$ cat src/rtl/path_click_sequencer.sv
// Mouse-click sequencer for the path-search engine: start/goal picking, request, wait, cue.
// Optional button debouncing is compiled in with `define CLICK_DEBOUNCE_EN.

module path_click_btn #(
   parameter int unsigned DEBOUNCE_CYC = 250000
) (
   input  logic clk,
   input  logic rst_n,
   input  logic level,
   output logic click
);

   logic sync1;
   logic sync2;

`ifdef CLICK_DEBOUNCE_EN
   localparam int unsigned DB_W = $clog2(DEBOUNCE_CYC + 1);

   logic [DB_W-1:0] db_cnt;
   logic            filt;
   logic            filt_q;

   // The filtered level only follows the synchronised level after it has held steady.
   always_ff @(posedge clk) begin
      if (!rst_n) begin
         sync1  <= 1'b0;
         sync2  <= 1'b0;
         db_cnt <= '0;
         filt   <= 1'b0;
         filt_q <= 1'b0;
      end else begin
         sync1  <= level;
         sync2  <= sync1;
         filt_q <= filt;
         if (sync2 == filt) begin
            db_cnt <= '0;
         end else if (db_cnt == DB_W'(DEBOUNCE_CYC - 1)) begin
            filt   <= sync2;
            db_cnt <= '0;
         end else begin
            db_cnt <= db_cnt + 1'b1;
         end
      end
   end

   assign click = filt & ~filt_q;
`else
   logic [31:0] cfg_unused;
   assign cfg_unused = DEBOUNCE_CYC;

   always_ff @(posedge clk) begin
      if (!rst_n) begin
         sync1 <= 1'b0;
         sync2 <= 1'b0;
      end else begin
         sync1 <= level;
         sync2 <= sync1;
      end
   end

   // sync1 is the registered level; sync2 doubles as its previous value.
   assign click = sync1 & ~sync2;
`endif

endmodule

module path_click_sequencer #(
   parameter int unsigned GRID_COLS    = 20,
   parameter int unsigned GRID_ROWS    = 15,
   parameter int unsigned CELL_PX_LOG2 = 5,
   parameter int unsigned NODE_W       = 9,
   parameter int unsigned TIMEOUT_CYC  = 50000000,
   parameter int unsigned DEBOUNCE_CYC = 250000
) (
   input  logic              iCLK_50,
   input  logic              iRST_n,
   input  logic              iLEFBUT,
   input  logic              iRIGBUT,
   input  logic [9:0]        iCUR_X,
   input  logic [9:0]        iCUR_Y,
   output logic              oREQ_VALID,
   input  logic              iREQ_READY,
   output logic [NODE_W-1:0] oSTART_NODE,
   output logic [NODE_W-1:0] oGOAL_NODE,
   input  logic              iSRCH_DONE,
   input  logic              iSRCH_FOUND,
   output logic              oABORT,
   output logic              oSOUND_TRIG,
   output logic              oFOUND,
   output logic              oERR,
   output logic [2:0]        oSTATE
);

   localparam int unsigned CNT_W = $clog2(TIMEOUT_CYC + 1);

   typedef enum logic [2:0] {
      S_IDLE       = 3'd0,
      S_HAVE_START = 3'd1,
      S_ISSUE      = 3'd2,
      S_WAIT       = 3'd3,
      S_RESULT     = 3'd4,
      S_DONE       = 3'd5
   } state_t;

   state_t state;
   state_t state_n;

   logic              left_raw;
   logic              right_raw;
   logic              left_click;
   logic              right_click;
   logic [9:0]        col;
   logic [9:0]        row;
   logic              on_grid;
   logic [NODE_W-1:0] cur_node;

   logic              done_q;
   logic              found_q;
   logic [CNT_W-1:0]  wait_cnt;
   logic              timeout_hit;

   logic              load_start;
   logic              load_goal;
   logic              load_found;
   logic              set_err;
   logic              clr_err;
   logic              abort_n;

   path_click_btn #(.DEBOUNCE_CYC(DEBOUNCE_CYC)) u_left_btn (
      .clk   (iCLK_50),
      .rst_n (iRST_n),
      .level (iLEFBUT),
      .click (left_raw)
   );

   path_click_btn #(.DEBOUNCE_CYC(DEBOUNCE_CYC)) u_right_btn (
      .clk   (iCLK_50),
      .rst_n (iRST_n),
      .level (iRIGBUT),
      .click (right_raw)
   );

   assign col      = iCUR_X >> CELL_PX_LOG2;
   assign row      = iCUR_Y >> CELL_PX_LOG2;
   assign on_grid  = (col < 10'(GRID_COLS)) && (row < 10'(GRID_ROWS));
   assign cur_node = NODE_W'(32'(row) * GRID_COLS + 32'(col));

   // Off-grid clicks vanish entirely; a simultaneous right click swallows the left one.
   assign right_click = right_raw & on_grid;
   assign left_click  = left_raw & ~right_raw & on_grid;

   assign timeout_hit = (wait_cnt == CNT_W'(TIMEOUT_CYC - 1));

   always_comb begin
      state_n    = state;
      load_start = 1'b0;
      load_goal  = 1'b0;
      load_found = 1'b0;
      set_err    = 1'b0;
      clr_err    = 1'b0;
      abort_n    = 1'b0;
      case (state)
         S_IDLE: begin
            if (left_click) begin
               load_start = 1'b1;
               clr_err    = 1'b1;
               state_n    = S_HAVE_START;
            end
         end
         S_HAVE_START: begin
            if (right_click) begin
               state_n = S_IDLE;
            end else if (left_click && (cur_node != oSTART_NODE)) begin
               load_goal = 1'b1;
               state_n   = S_ISSUE;
            end
         end
         S_ISSUE: begin
            if (iREQ_READY) begin
               state_n = S_WAIT;
            end
         end
         S_WAIT: begin
            if (done_q) begin
               load_found = 1'b1;
               state_n    = S_RESULT;
            end else if (right_click) begin
               abort_n = 1'b1;
               state_n = S_IDLE;
            end else if (timeout_hit) begin
               abort_n = 1'b1;
               set_err = 1'b1;
               state_n = S_IDLE;
            end
         end
         S_RESULT: begin
            state_n = S_DONE;
         end
         S_DONE: begin
            if (left_click) begin
               load_start = 1'b1;
               clr_err    = 1'b1;
               state_n    = S_HAVE_START;
            end else if (right_click) begin
               state_n = S_IDLE;
            end
         end
         default: begin
            state_n = S_IDLE;
         end
      endcase
   end

   // The completion pulse is registered so it lines up with the two-cycle click path.
   always_ff @(posedge iCLK_50) begin
      if (!iRST_n) begin
         state       <= S_IDLE;
         oSTART_NODE <= '0;
         oGOAL_NODE  <= '0;
         oFOUND      <= 1'b0;
         oERR        <= 1'b0;
         wait_cnt    <= '0;
         done_q      <= 1'b0;
         found_q     <= 1'b0;
      end else begin
         state   <= state_n;
         done_q  <= iSRCH_DONE;
         found_q <= iSRCH_FOUND;
         if (load_start) begin
            oSTART_NODE <= cur_node;
         end
         if (load_goal) begin
            oGOAL_NODE <= cur_node;
         end
         if (load_found) begin
            oFOUND <= found_q;
         end
         if (set_err) begin
            oERR <= 1'b1;
         end else if (clr_err) begin
            oERR <= 1'b0;
         end
         if (state == S_WAIT) begin
            wait_cnt <= wait_cnt + 1'b1;
         end else begin
            wait_cnt <= '0;
         end
      end
   end

   // Valid/ready: oREQ_VALID rises on entering ISSUE and stays high, with nodes frozen,
   // until the cycle in which iREQ_READY is sampled high; the request transfers on that edge.
   assign oREQ_VALID  = (state == S_ISSUE);
   assign oSOUND_TRIG = (state == S_RESULT);
   assign oABORT      = abort_n & iRST_n;
   assign oSTATE      = state;

endmodule

$ cat config.mk
export PLATFORM = sky130hd
export DESIGN_NAME = path_click_sequencer
export DESIGN_NICKNAME = d
export VERILOG_FILES = /design/src/rtl/path_click_sequencer.sv
export SDC_FILE = /design/constraint.sdc
export NUM_CORES = 1
export LEC_CHECK = 0
export CORE_MARGIN = 5
export CORE_UTILIZATION = 45
export DETAILED_ROUTE_END_ITERATION = 10
export PLACE_DENSITY = 0.69
export SETUP_SLACK_MARGIN = 0.4
export SYNTH_ARGS = -nofsm -noshare
export SYNTH_HDL_FRONTEND = slang
export SYNTH_SLANG_ARGS = --single-unit
$ cat constraint.sdc
create_clock -name iCLK_50 -period 4 [get_ports iCLK_50]
set_input_delay 0.8 -clock iCLK_50 [delete_from_list [all_inputs] [get_ports iCLK_50]]
set_output_delay 0.8 -clock iCLK_50 [all_outputs]
set_load 0.02 [all_outputs]
==> results by group <==
Run status
  • Status: complete, no violations

Clocking
  • CTS buffer count: 5
  • H-tree Lvls: 2
  • Worst skew pair latency: 0.31 ns
  • Clk root buf: clkbuf_8
  • CTS tree: done
  • Hold buffers post-CTS: 0
  • Clock buffer depth: 2
  • Clock sinks: 55
  • Clk slew on worst S/H paths: 0.10 ns

Global routing
  • Antenna violations before repair: 0
  • First-pass GRT wire length: between 9000 and 10000 microns
  • Total Routing Usage GR: 0.151
  • Largest net degree at the start of global routing: 40
  • Vias in the first global route: 2081
  • Remaining global-route overflow: 0

Timing
  • Final Slew Violations: 0
  • Minimum clock period after layout: 3.48 ns
  • Worst-Margin Slew: 0.523 ns
  • Setup TNS: 0 ns
  • Clk_skew: between 0.01 and 0.015 ns
  • Rel. slew slack: 0.652
  • Fin crit share: 0.870
  • Achievable frequency: 287 MHz
  • Final setup viols: 0
  • Final Hold Vio Count: 0
  • RSZ-0062 raised after global routing: no

Yosys
  • Post-synth cell types: 43
  • Synth Warn #: 0
  • Synth top area cells: dfxtp_1 39%, xor2_1 7.2%, mux2i_1 6.5%, nand2_1 5.1%, nor2_1 4.8%
  • Register area share after synthesis: 0.395
  • Asr flop ratio synth: 0
  • Primary FF master, synth: dfxtp_1
  • Area share of the largest cell type after synthesis: 0.395
  • Synthesized cell area: approximately 2800 sq um
  • Syn nets: 348
  • Most common cell in the synthesized netlist: dfxtp_1
  • Commonest cells post-synth: 55 x dfxtp_1, 38 x nand2_1, 36 x nor2_1
  • Post-synth EDFFs: 0
  • Number of synthesized register bits: 55
  • Avg Cell Area, Syn: 9.03 sq um
  • Synth Instances: roughly 300
  • Yosys top cell by area: dfxtp_1

Placement
  • IO Port Bufs: 42
  • Cell Count Post-Placement: about 420
  • Final GP Congestion: between 0.9 and 1
  • Cell Area, Placed: 3310 sq um
  • DP Wirelength: around 4000 microns

Min path
  • HP Class: flop to flop

Floorplanning
  • Initial Util: 0.466
  • Core area: 5990 sq um
  • Site Rows: 28
  • Io pins: 53
  • Die area: just under 8000 sq um
  • Die width: 88.7 microns
  • DIE HEIGHT: around 89 microns

Power
  • Internal power: 785 uW
  • Switching part of the total: 0.255
  • Reg power frac: 0.530
  • Comb pwr share: 0.165
  • PwrDens: 304 nW/um^2
  • Leak: 0.00130 uW
  • P_sw: 269 uW
  • Clk network pwr share: 0.305
  • Max VDD drop: approximately 0.23 mV

Setup path
  • CP Class: input port to flop
  • Setup crit start kind: input port
  • Arr. time, crit path: 3.68 ns
  • Worst setup EP type: flop
  • Critical Path RT: 4.20 ns
  • Crit-path max FO: 4

Drt
  • Via-per-instance ratio: between 5 and 6
  • Via Count: between 2k and 2.5k
  • Routed WL: between 5000 and 6000 microns
  • Routed len/inst: 12.9 microns
  • Detail Route Antenna Nets: 0
  • DRC: 0
  • DR pass1 iterations: 4
  • Drt initial violations: 75

Finish
  • Final Cell Area: 3460 sq um
  • # diodes: 0
  • Area of the multi-input gates: roughly 1700 sq um
  • Reg area: roughly 1100 sq um
  • Area Growth Syn to Fin: 24.1%
  • Net count, final: 397
  • Share of layout cells above drive strength 1: 0.0669
  • Final std cells w/o fill: 434
  • Fill cell count: around 550

Job
  • Max Cap Violations: 0
==> metrics by stage <==
| step | total power [uW] | utilization | hold slack, ns | setup WS (ns) |
|---|---|---|---|---|
| floorplan | 680 | - | 0.421 | 0.727 |
| global placement | 730 | 0.552 | 0.431 | 0.143 |
| detailed placement | 731 | 0.552 | 0.431 | 0.0584 |
| CTS | 1060 | 0.569 | 0.460 | 0.446 |
| global route | 1110 | 0.578 | 0.486 | 0.418 |
| finish | 1050 | 0.578 | 0.453 | 0.521 |
==> state kept, by name (all words and copies together) (netlist names), 3 cells and up <==
name and flops:
oSTART_NODE 9, oSTATE 3, oGOAL_NODE 9, wait_cnt 26
==> cell type report <==
| class | instances | share of cell area |
|---|---|---|
| multi-input cells | 240 | 0.480 |
| flip-flops and latches | 55 | 0.318 |
| repair buffers | 51 | 0.142 |
| well taps | 75 | 0.0271 |
| clock buffers | 7 | 0.0249 |
| clock inverters | 1 | 0.00253 |
| inverters | 5 | 0.00542 |
==> cell families (layout without fill, tap and decap cells) <==
kind of cell | count (synthesis) | count (layout) | share of synthesized area
XOR/XNOR | 41 | 41 | 0.141
AND/OR/NAND/NOR | 144 | 144 | 0.257
multiplexers | 18 | 18 | 0.0646
adder cells (fa/ha/maj) | 12 | 12 | 0.0592
AO/OA/AOI/OAI | 25 | 25 | 0.0615
buffers and inverters | 14 | 64 | 0.0215
flip-flops | 55 | 55 | 0.395
==> worst max-delay path, cell delays in order <==
cell,delay [ns]
clkdlybuf4s50_1,0.52
ha_1,0.26
and2_1,0.18
fa_2,0.35
xnor2_2,0.31
xor2_2,0.14
or4_1,0.48
o211ai_1,0.17
a31oi_4,0.16
buf_4,0.19
mux2i_1,0.12
==> placed cells by master, fill, tap and decap left out, drive strengths merged, types with 2 or more instances in the layout <==
cell type and instances:
o21ai 4, mux2i 18, nand2 38, ha 10, dfxtp 55, nor4b 2, a21oi 6, buf 9
nand2b 2, a211oi 2, fa 2, nand3 14, inv 5, nor3 6, nor2 36, clkbuf 7
nand4 6, nor4 2, and2 13, a21boi 2, clkdlybuf4s50 41, xor2 23, and3 6, xnor3 2
nor2b 12, o211ai 2, or4 2, xnor2 16
==> what timing repair did <==
| item | CTS | global route |
|---|---|---|
| gates cloned | 0 | 1 |
| resized for setup | 2 | 10 |
| buffers inserted | 0 | 2 |
| pin swaps | 0 | 5 |
| endpoints found under the setup margin | 10 | 9 |
==> layer usage <==
metal	vias to the layer above	part of all wire	global-route usage
met3	9	0.046	0.0400
met2	35	0.46	0.236
li1	1145	-	-
met1	984	0.48	0.199
met4	0	0.017	0.0536
met5	-	0	0
==> power by group through the flow <==
stage | registers (uW) | clock network, uW | logic [uW]
after CTS | 558 | 333 | 164
after detailed placement | 571 | 0 | 160
after global routing | 560 | 357 | 192
after floorplan | 574 | 0 | 106
after global placement | 571 | 0 | 159
final | 558 | 322 | 174
==> final timing paths <==
check / startpoint / to / slack, ns / cells after the start
min: u_left_btn.sync1 / u_left_btn.sync2 / 0.45 / 1
max reg2reg: wait_cnt[0] / oSTATE[1] / 1.87 / 6
max: iCUR_Y[8] / oGOAL_NODE[0] / 0.52 / 11
min reg2reg: u_left_btn.sync1 / u_left_btn.sync2 / 0.45 / 1
Power figures use the tool's default switching activity.
